[config.mk]
export PLATFORM = sky130hd
export DESIGN_NAME = mult_ctrl_flat
export DESIGN_NICKNAME = d
export VERILOG_FILES = /design/src/rtl/mult_ctrl_if.sv /design/src/rtl/mult_ctrl.sv /design/src/flat_wrapper.sv
export SDC_FILE = /design/constraint.sdc
export NUM_CORES = 1
export LEC_CHECK = 0
export ABC_AREA = 1
export CAP_MARGIN = 20
export CORE_AREA = 2 2 39 41
export CTS_CLUSTER_DIAMETER = 60
export DETAILED_ROUTE_END_ITERATION = 12
export DIE_AREA = 0 0 41 43
export GPL_TIMING_DRIVEN = 0
export MAX_ROUTING_LAYER = met4
export PLACE_DENSITY = 0.57
export SYNTH_ARGS = -nofsm -noshare
export SYNTH_HDL_FRONTEND = slang
export SYNTH_SLANG_ARGS = --single-unit
[constraint.sdc]
create_clock -name clk -period 1.43 [get_ports clk]
set_input_delay 0.2145 -clock clk [delete_from_list [all_inputs] [get_ports clk]]
set_output_delay 0.2145 -clock clk [all_outputs]
set_load 0.02 [all_outputs]
[src/rtl/mult_ctrl_if.sv]
// Control bundle between the shift-add multiplier controller and its datapath/user side.
// master = controller (drives enables/selects), slave = datapath and requester.
interface mult_ctrl_if #(
    parameter int WIDTH = 4
);
    localparam int CW = $clog2(WIDTH + 1);

    logic          start;
    logic          zero;
    logic          lsb_b;
    logic          en_a;
    logic          ld_shift_a;
    logic          en_b;
    logic          ld_shift_b;
    logic          en_p;
    logic          ld_add_p;
    logic          busy;
    logic          done;
    logic [CW-1:0] iter;

    modport master (
        input  start, zero, lsb_b,
        output en_a, ld_shift_a, en_b, ld_shift_b, en_p, ld_add_p, busy, done, iter
    );

    modport slave (
        output start, zero, lsb_b,
        input  en_a, ld_shift_a, en_b, ld_shift_b, en_p, ld_add_p, busy, done, iter
    );
endinterface

[src/rtl/mult_ctrl.sv]
// Moore controller for a WIDTH-bit shift-add multiplier datapath.
// Optional MULT_EARLY_EXIT_EN: finish as soon as the datapath reports B == 0.
module mult_ctrl #(
    parameter int WIDTH = 4
) (
    input  logic       clk,
    input  logic       clr,
    mult_ctrl_if.master bus
);
    localparam int CW = $clog2(WIDTH + 1);

    typedef enum logic [2:0] {
        S_IDLE  = 3'd0,
        S_LOAD  = 3'd1,
        S_SYNC  = 3'd2,
        S_TEST  = 3'd3,
        S_ADD   = 3'd4,
        S_SHIFT = 3'd5,
        S_DONE  = 3'd6
    } state_t;

    state_t        state_q, state_d;
    logic [CW-1:0] iter_q, iter_d;
    logic          last_iter;

    assign last_iter = (iter_q == CW'(WIDTH));

    always_ff @(posedge clk) begin
        if (!clr) begin
            state_q <= S_IDLE;
            iter_q  <= '0;
        end else begin
            state_q <= state_d;
            iter_q  <= iter_d;
        end
    end

    // Next state and iteration count; flags are only trusted in TEST,
    // since SYNC gives the datapath one cycle to register them for the new B.
    always_comb begin
        state_d = state_q;
        iter_d  = iter_q;
        unique case (state_q)
            S_IDLE:  if (bus.start) state_d = S_LOAD;
            S_LOAD: begin
                iter_d  = '0;
                state_d = S_SYNC;
            end
            S_SYNC:  state_d = S_TEST;
            S_TEST: begin
`ifdef MULT_EARLY_EXIT_EN
                if (bus.zero)           state_d = S_DONE;
                else if (last_iter)     state_d = S_DONE;
`else
                if (last_iter)          state_d = S_DONE;
`endif
                else if (bus.lsb_b)     state_d = S_ADD;
                else                    state_d = S_SHIFT;
            end
            S_ADD:   state_d = S_SHIFT;
            S_SHIFT: begin
                if (!last_iter) iter_d = CW'(iter_q + 1'b1);
                state_d = S_SYNC;
            end
            S_DONE:  state_d = S_IDLE;
            default: begin
                state_d = S_IDLE;
                iter_d  = '0;
            end
        endcase
    end

`ifndef MULT_EARLY_EXIT_EN
    logic zero_unused;
    assign zero_unused = bus.zero;
`endif

    always_comb begin
        bus.en_a       = 1'b0;
        bus.ld_shift_a = 1'b0;
        bus.en_b       = 1'b0;
        bus.ld_shift_b = 1'b0;
        bus.en_p       = 1'b0;
        bus.ld_add_p   = 1'b0;
        bus.busy       = (state_q != S_IDLE);
        bus.done       = 1'b0;
        unique case (state_q)
            S_LOAD: begin
                bus.en_a = 1'b1;
                bus.en_b = 1'b1;
                bus.en_p = 1'b1;
            end
            S_ADD: begin
                bus.en_p     = 1'b1;
                bus.ld_add_p = 1'b1;
            end
            S_SHIFT: begin
                bus.en_a       = 1'b1;
                bus.ld_shift_a = 1'b1;
                bus.en_b       = 1'b1;
                bus.ld_shift_b = 1'b1;
            end
            S_DONE:  bus.done = 1'b1;
            default: ;
        endcase
    end

    assign bus.iter = iter_q;
endmodule
[src/flat_wrapper.sv]
// flat-port wrapper written by rule: the top's interface ports become plain ports
module mult_ctrl_flat 
#(
    parameter int WIDTH = 4
)
  (clk, clr, bus_start, bus_zero, bus_lsb_b, bus_en_a, bus_ld_shift_a, bus_en_b, bus_ld_shift_b, bus_en_p, bus_ld_add_p, bus_busy, bus_done, bus_iter);
  mult_ctrl_if #(.WIDTH(WIDTH)) bus_i ();
  input  logic clk;
  input  logic clr;
  input wire logic [$bits(bus_i.start)-1:0] bus_start;
  input wire logic [$bits(bus_i.zero)-1:0] bus_zero;
  input wire logic [$bits(bus_i.lsb_b)-1:0] bus_lsb_b;
  output wire logic [$bits(bus_i.en_a)-1:0] bus_en_a;
  output wire logic [$bits(bus_i.ld_shift_a)-1:0] bus_ld_shift_a;
  output wire logic [$bits(bus_i.en_b)-1:0] bus_en_b;
  output wire logic [$bits(bus_i.ld_shift_b)-1:0] bus_ld_shift_b;
  output wire logic [$bits(bus_i.en_p)-1:0] bus_en_p;
  output wire logic [$bits(bus_i.ld_add_p)-1:0] bus_ld_add_p;
  output wire logic [$bits(bus_i.busy)-1:0] bus_busy;
  output wire logic [$bits(bus_i.done)-1:0] bus_done;
  output wire logic [$bits(bus_i.iter)-1:0] bus_iter;
  assign bus_i.start = bus_start;
  assign bus_i.zero = bus_zero;
  assign bus_i.lsb_b = bus_lsb_b;
  assign bus_en_a = bus_i.en_a;
  assign bus_ld_shift_a = bus_i.ld_shift_a;
  assign bus_en_b = bus_i.en_b;
  assign bus_ld_shift_b = bus_i.ld_shift_b;
  assign bus_en_p = bus_i.en_p;
  assign bus_ld_add_p = bus_i.ld_add_p;
  assign bus_busy = bus_i.busy;
  assign bus_done = bus_i.done;
  assign bus_iter = bus_i.iter;
  mult_ctrl #(.WIDTH(WIDTH)) u_core (.clk(clk), .clr(clr), .bus(bus_i));
endmodule
==> results.json <==
{
  "pre_cts_ws_ns": -0.2546,
  "holdBufCountCts": 0,
  "design_area_um2": 586.8,
  "routed_wl_um": 894,
  "ant_nets": 0,
  "grt_overflow_total": 0,
  "remaining_drc_errors": 0,
  "crit_path_end_kind": "output pin",
  "arrival_time_at_the_worst_endpoint_ns": 1.21,
  "timing_max_transition_violations_final": 0,
  "result_of_the_run": "completed",
  "dp_hpwl_um": 664.6,
  "finalWeightedCongestion": 0.7050,
  "netlist_area_um2": 409.1,
  "syn-mean-instance-area_um2": 6.294,
  "synth_top_cell_area_share_pct": 29.36,
  "clockBufferDepth": 2,
  "ys_top_cells_by_area": "sky130_fd_sc_hd__dfxtp_1, sky130_fd_sc_hd__nand2_1, sky130_fd_sc_hd__inv_1, sky130_fd_sc_hd__nor2_1, sky130_fd_sc_hd__ha_1",
  "routed_via_density": 4.390,
  "maximum_number_of_pins_on_one_net_before_global_route_repair": 10,
  "finalCriticalPeriod_ns": 1.425,
  "path_buf_inv": 4,
  "row_count": 14,
  "critical_path.top_delay_family": "buffers and inverters",
  "net-switching-power_uw": 250.1,
  "design.die.area_um2": 1763,
  "grt_first_pass_wirelength_um": 1428,
  "detailed_place.area_um2": 569.3,
  "yosysWarnings": 0,
  "p_comb_share_pct": 42.6,
  "layout_worst_path_cycle_share_pct": 99.67,
  "rsz0062_at_grt": "true",
  "cts_made_buffers": 3,
  "maximum_level_of_the_cts_h_tree": 1,
  "final_hold_viols": 0,
  "initial_utilization_pct": 29.57,
  "vias_in_the_first_global_route": 368,
  "track_usage_pct": 12.89,
  "p_int_uw": 401.6,
  "core_area_um2": 1384,
  "cts_root_buffer": "sky130_fd_sc_hd__clkbuf_4",
  "critical-path-max-stage-delay_ns": 0.31,
  "die_span_x_um": 41,
  "ioPinCount": 16,
  "hold-worst-slack_ns": 0.5107,
  "yosysSeqAreaShare_pct": 29.36,
  "power_switching_share_pct": 38.37,
  "slew_headroom_pct": 86.15,
  "timing.fmax_mhz": 701.7,
  "tightestPinTransition_ns": 0.2086,
  "worst_ep_required_time_ns": 1.22,
  "pwr-share-seq_pct": 32.9,
  "detailroute.via_count": 439,
  "setup_slack_ns": 0.004788,
  "grt_antenna_before_repair": 0,
  "fp.dieH_um": 43,
  "timing.critical_path.fanout_max": 7,
  "cts.sinks": 6,
  "synth_top_cell_by_area": "sky130_fd_sc_hd__dfxtp_1",
  "detailedRoute.firstPassIterationCount": 4,
  "vdd_drop_max_v": 0.0003789,
  "layout_cells_sized_above_1_pct": 34.52,
  "timing.max_cap.violations": 0,
  "wire_per_inst_um": 8.940,
  "synthDistinctLibCells": 16,
  "timing.clock.skew_ns": 0.002591,
  "clk_latency_ns": 0.24,
  "postSynthRegisterBits": 6,
  "drt_iter0_markers": 7,
  "tns_ns": 0,
  "setup_viol": 0,
  "critical_path.slowest_cell": "sky130_fd_sc_hd__dfxtp_2",
  "area.growth.synth_to_final_pct": 43.43,
  "power_leakage_nw": 0.3068,
  "syn_inst": 65,
  "port_buffers": 14,
  "synthesis.nets": 72,
  "num-nets-final": 93,
  "antennaDiodeCount": 0,
  "path_class": "flop to output pin",
  "cts_tree": "built",
  "place_inst": 95,
  "timing.critical_path.cells": "buf_6 > inv_4 > nand2_2 > nor2_2 > inv_1 > o21ai_1 > buf_4",
  "power.density_cell_area_nw_per_um2": 1111,
  "stdcell_count": 100,
  "cts.reportedPaths.clkPinSlew_ns": 0.05,
  "crit_path_start_kind": "flop",
  "worstHoldPathType": "flop to flop",
  "pwr-share-clk_pct": 24.5
}
-- per-layer routing --
metal  routed length, um  track usage, %
met1                 412           15.21
met2                 400           15.94
met3                  59           4.712
met4                  22           12.00
met5                   0               -
-- worst register-to-register path, delay by kind of cell (launching register included) --
family | cells | cell delay, ns
AOI/OAI and AO/OA | 2 | 0.23
and+or+nand+nor | 2 | 0.25
DFF | 1 | 0.39
buffers and inverters | 2 | 0.14
adders and majority gates | 1 | 0.19
-- cell usage after synthesis --
master and count:
sky130_fd_sc_hd__nand3_1 4, sky130_fd_sc_hd__nand2_2 1, sky130_fd_sc_hd__ha_1 2, sky130_fd_sc_hd__buf_4 3, sky130_fd_sc_hd__or2_0 1, sky130_fd_sc_hd__nand2_1 12, sky130_fd_sc_hd__dfxtp_1 6, sky130_fd_sc_hd__o21ai_0 4
sky130_fd_sc_hd__nor2_2 1, sky130_fd_sc_hd__a21oi_1 4, sky130_fd_sc_hd__inv_1 11, sky130_fd_sc_hd__nand3_2 2, sky130_fd_sc_hd__nor3_1 1, sky130_fd_sc_hd__inv_2 3, sky130_fd_sc_hd__nand4_1 1, sky130_fd_sc_hd__nor2_1 9
-- power groups by stage --
stage,Clock (mW),Combinational [mW],Sequential (mW)
after global routing,0.175,0.308,0.219
after CTS,0.167,0.262,0.213
after detailed placement,0,0.283,0.215
after global placement,0,0.282,0.215
final,0.159,0.278,0.215
after floorplan,0,0.167,0.227
-- layout by cell type (no fill, tap or decap), types with 2 or more instances in the layout --
master / instances
sky130_fd_sc_hd__a21oi_1: 4
sky130_fd_sc_hd__buf_2: 4
sky130_fd_sc_hd__buf_4: 5
sky130_fd_sc_hd__clkbuf_2: 2
sky130_fd_sc_hd__clkbuf_4: 3
sky130_fd_sc_hd__clkdlybuf4s50_1: 3
sky130_fd_sc_hd__dfxtp_1: 4
sky130_fd_sc_hd__dfxtp_2: 2
sky130_fd_sc_hd__dlygate4sd2_1: 3
sky130_fd_sc_hd__ha_1: 2
sky130_fd_sc_hd__inv_1: 9
sky130_fd_sc_hd__inv_2: 4
sky130_fd_sc_hd__nand2_1: 10
sky130_fd_sc_hd__nand2_2: 3
sky130_fd_sc_hd__nand3_1: 4
sky130_fd_sc_hd__nand3_2: 2
sky130_fd_sc_hd__nor2_1: 8
sky130_fd_sc_hd__nor2_2: 2
sky130_fd_sc_hd__o21ai_0: 3
-- area by class of cell --
class / count / area (um2)
plain buffers: 3 / 26.28
flip-flops and latches: 6 / 122.6
multi-input cells: 42 / 221.5
well taps: 16 / 20.02
clock buffers: 3 / 22.52
fillers: 162 / 797.0
repair buffers: 16 / 118.9
inverters: 14 / 55.05
-- timing repair --
| item | 4_1_cts | 5_1_grt |
|---|---|---|
| setup endpoints to repair | 11 | 7 |
| buffers inserted | 0 | 2 |
| pin swaps | 0 | 1 |
| resized for setup | 24 | 19 |
-- worst paths after layout --
kind	to	cells past startpoint	startpoint	slack, ns
hold / removal	u_core.bus.iter[1]$_SDFFE_PN0P_	2	u_core.bus.iter[1]$_SDFFE_PN0P_	0.51
setup / recovery	bus_en_p	7	u_core.state_q[0]$_SDFFE_PN0P_	0.005
hold reg to reg	u_core.bus.iter[1]$_SDFFE_PN0P_	2	u_core.bus.iter[1]$_SDFFE_PN0P_	0.51
setup reg to reg	u_core.state_q[0]$_SDFFE_PN0P_	7	u_core.bus.iter[0]$_SDFFE_PN0P_	0.14
-- per-stage QoR --
stage	util [%]	total power [mW]
floorplan	-	0.3942
global placement	41.14	0.4977
detailed placement	41.14	0.4983
CTS	42.04	0.6423
global route	42.41	0.7008
finish	42.41	0.6517
-- state kept, by name, indices dropped and copies added, names as in the netlist --
| name | count |
|---|---|
| u_core.state_q | 3 |
| u_core.bus.iter | 3 |
-- cells by family (layout without fill, tap and decap cells) --
family | after synthesis | in the layout | synth area share (%)
simple gates | 32 | 32 | 36.39
buf+inv | 17 | 36 | 18.35
compound gates | 8 | 8 | 9.786
flops | 6 | 6 | 29.36
fa+ha+maj | 2 | 2 | 6.115
(Power assumes the default switching activity.)
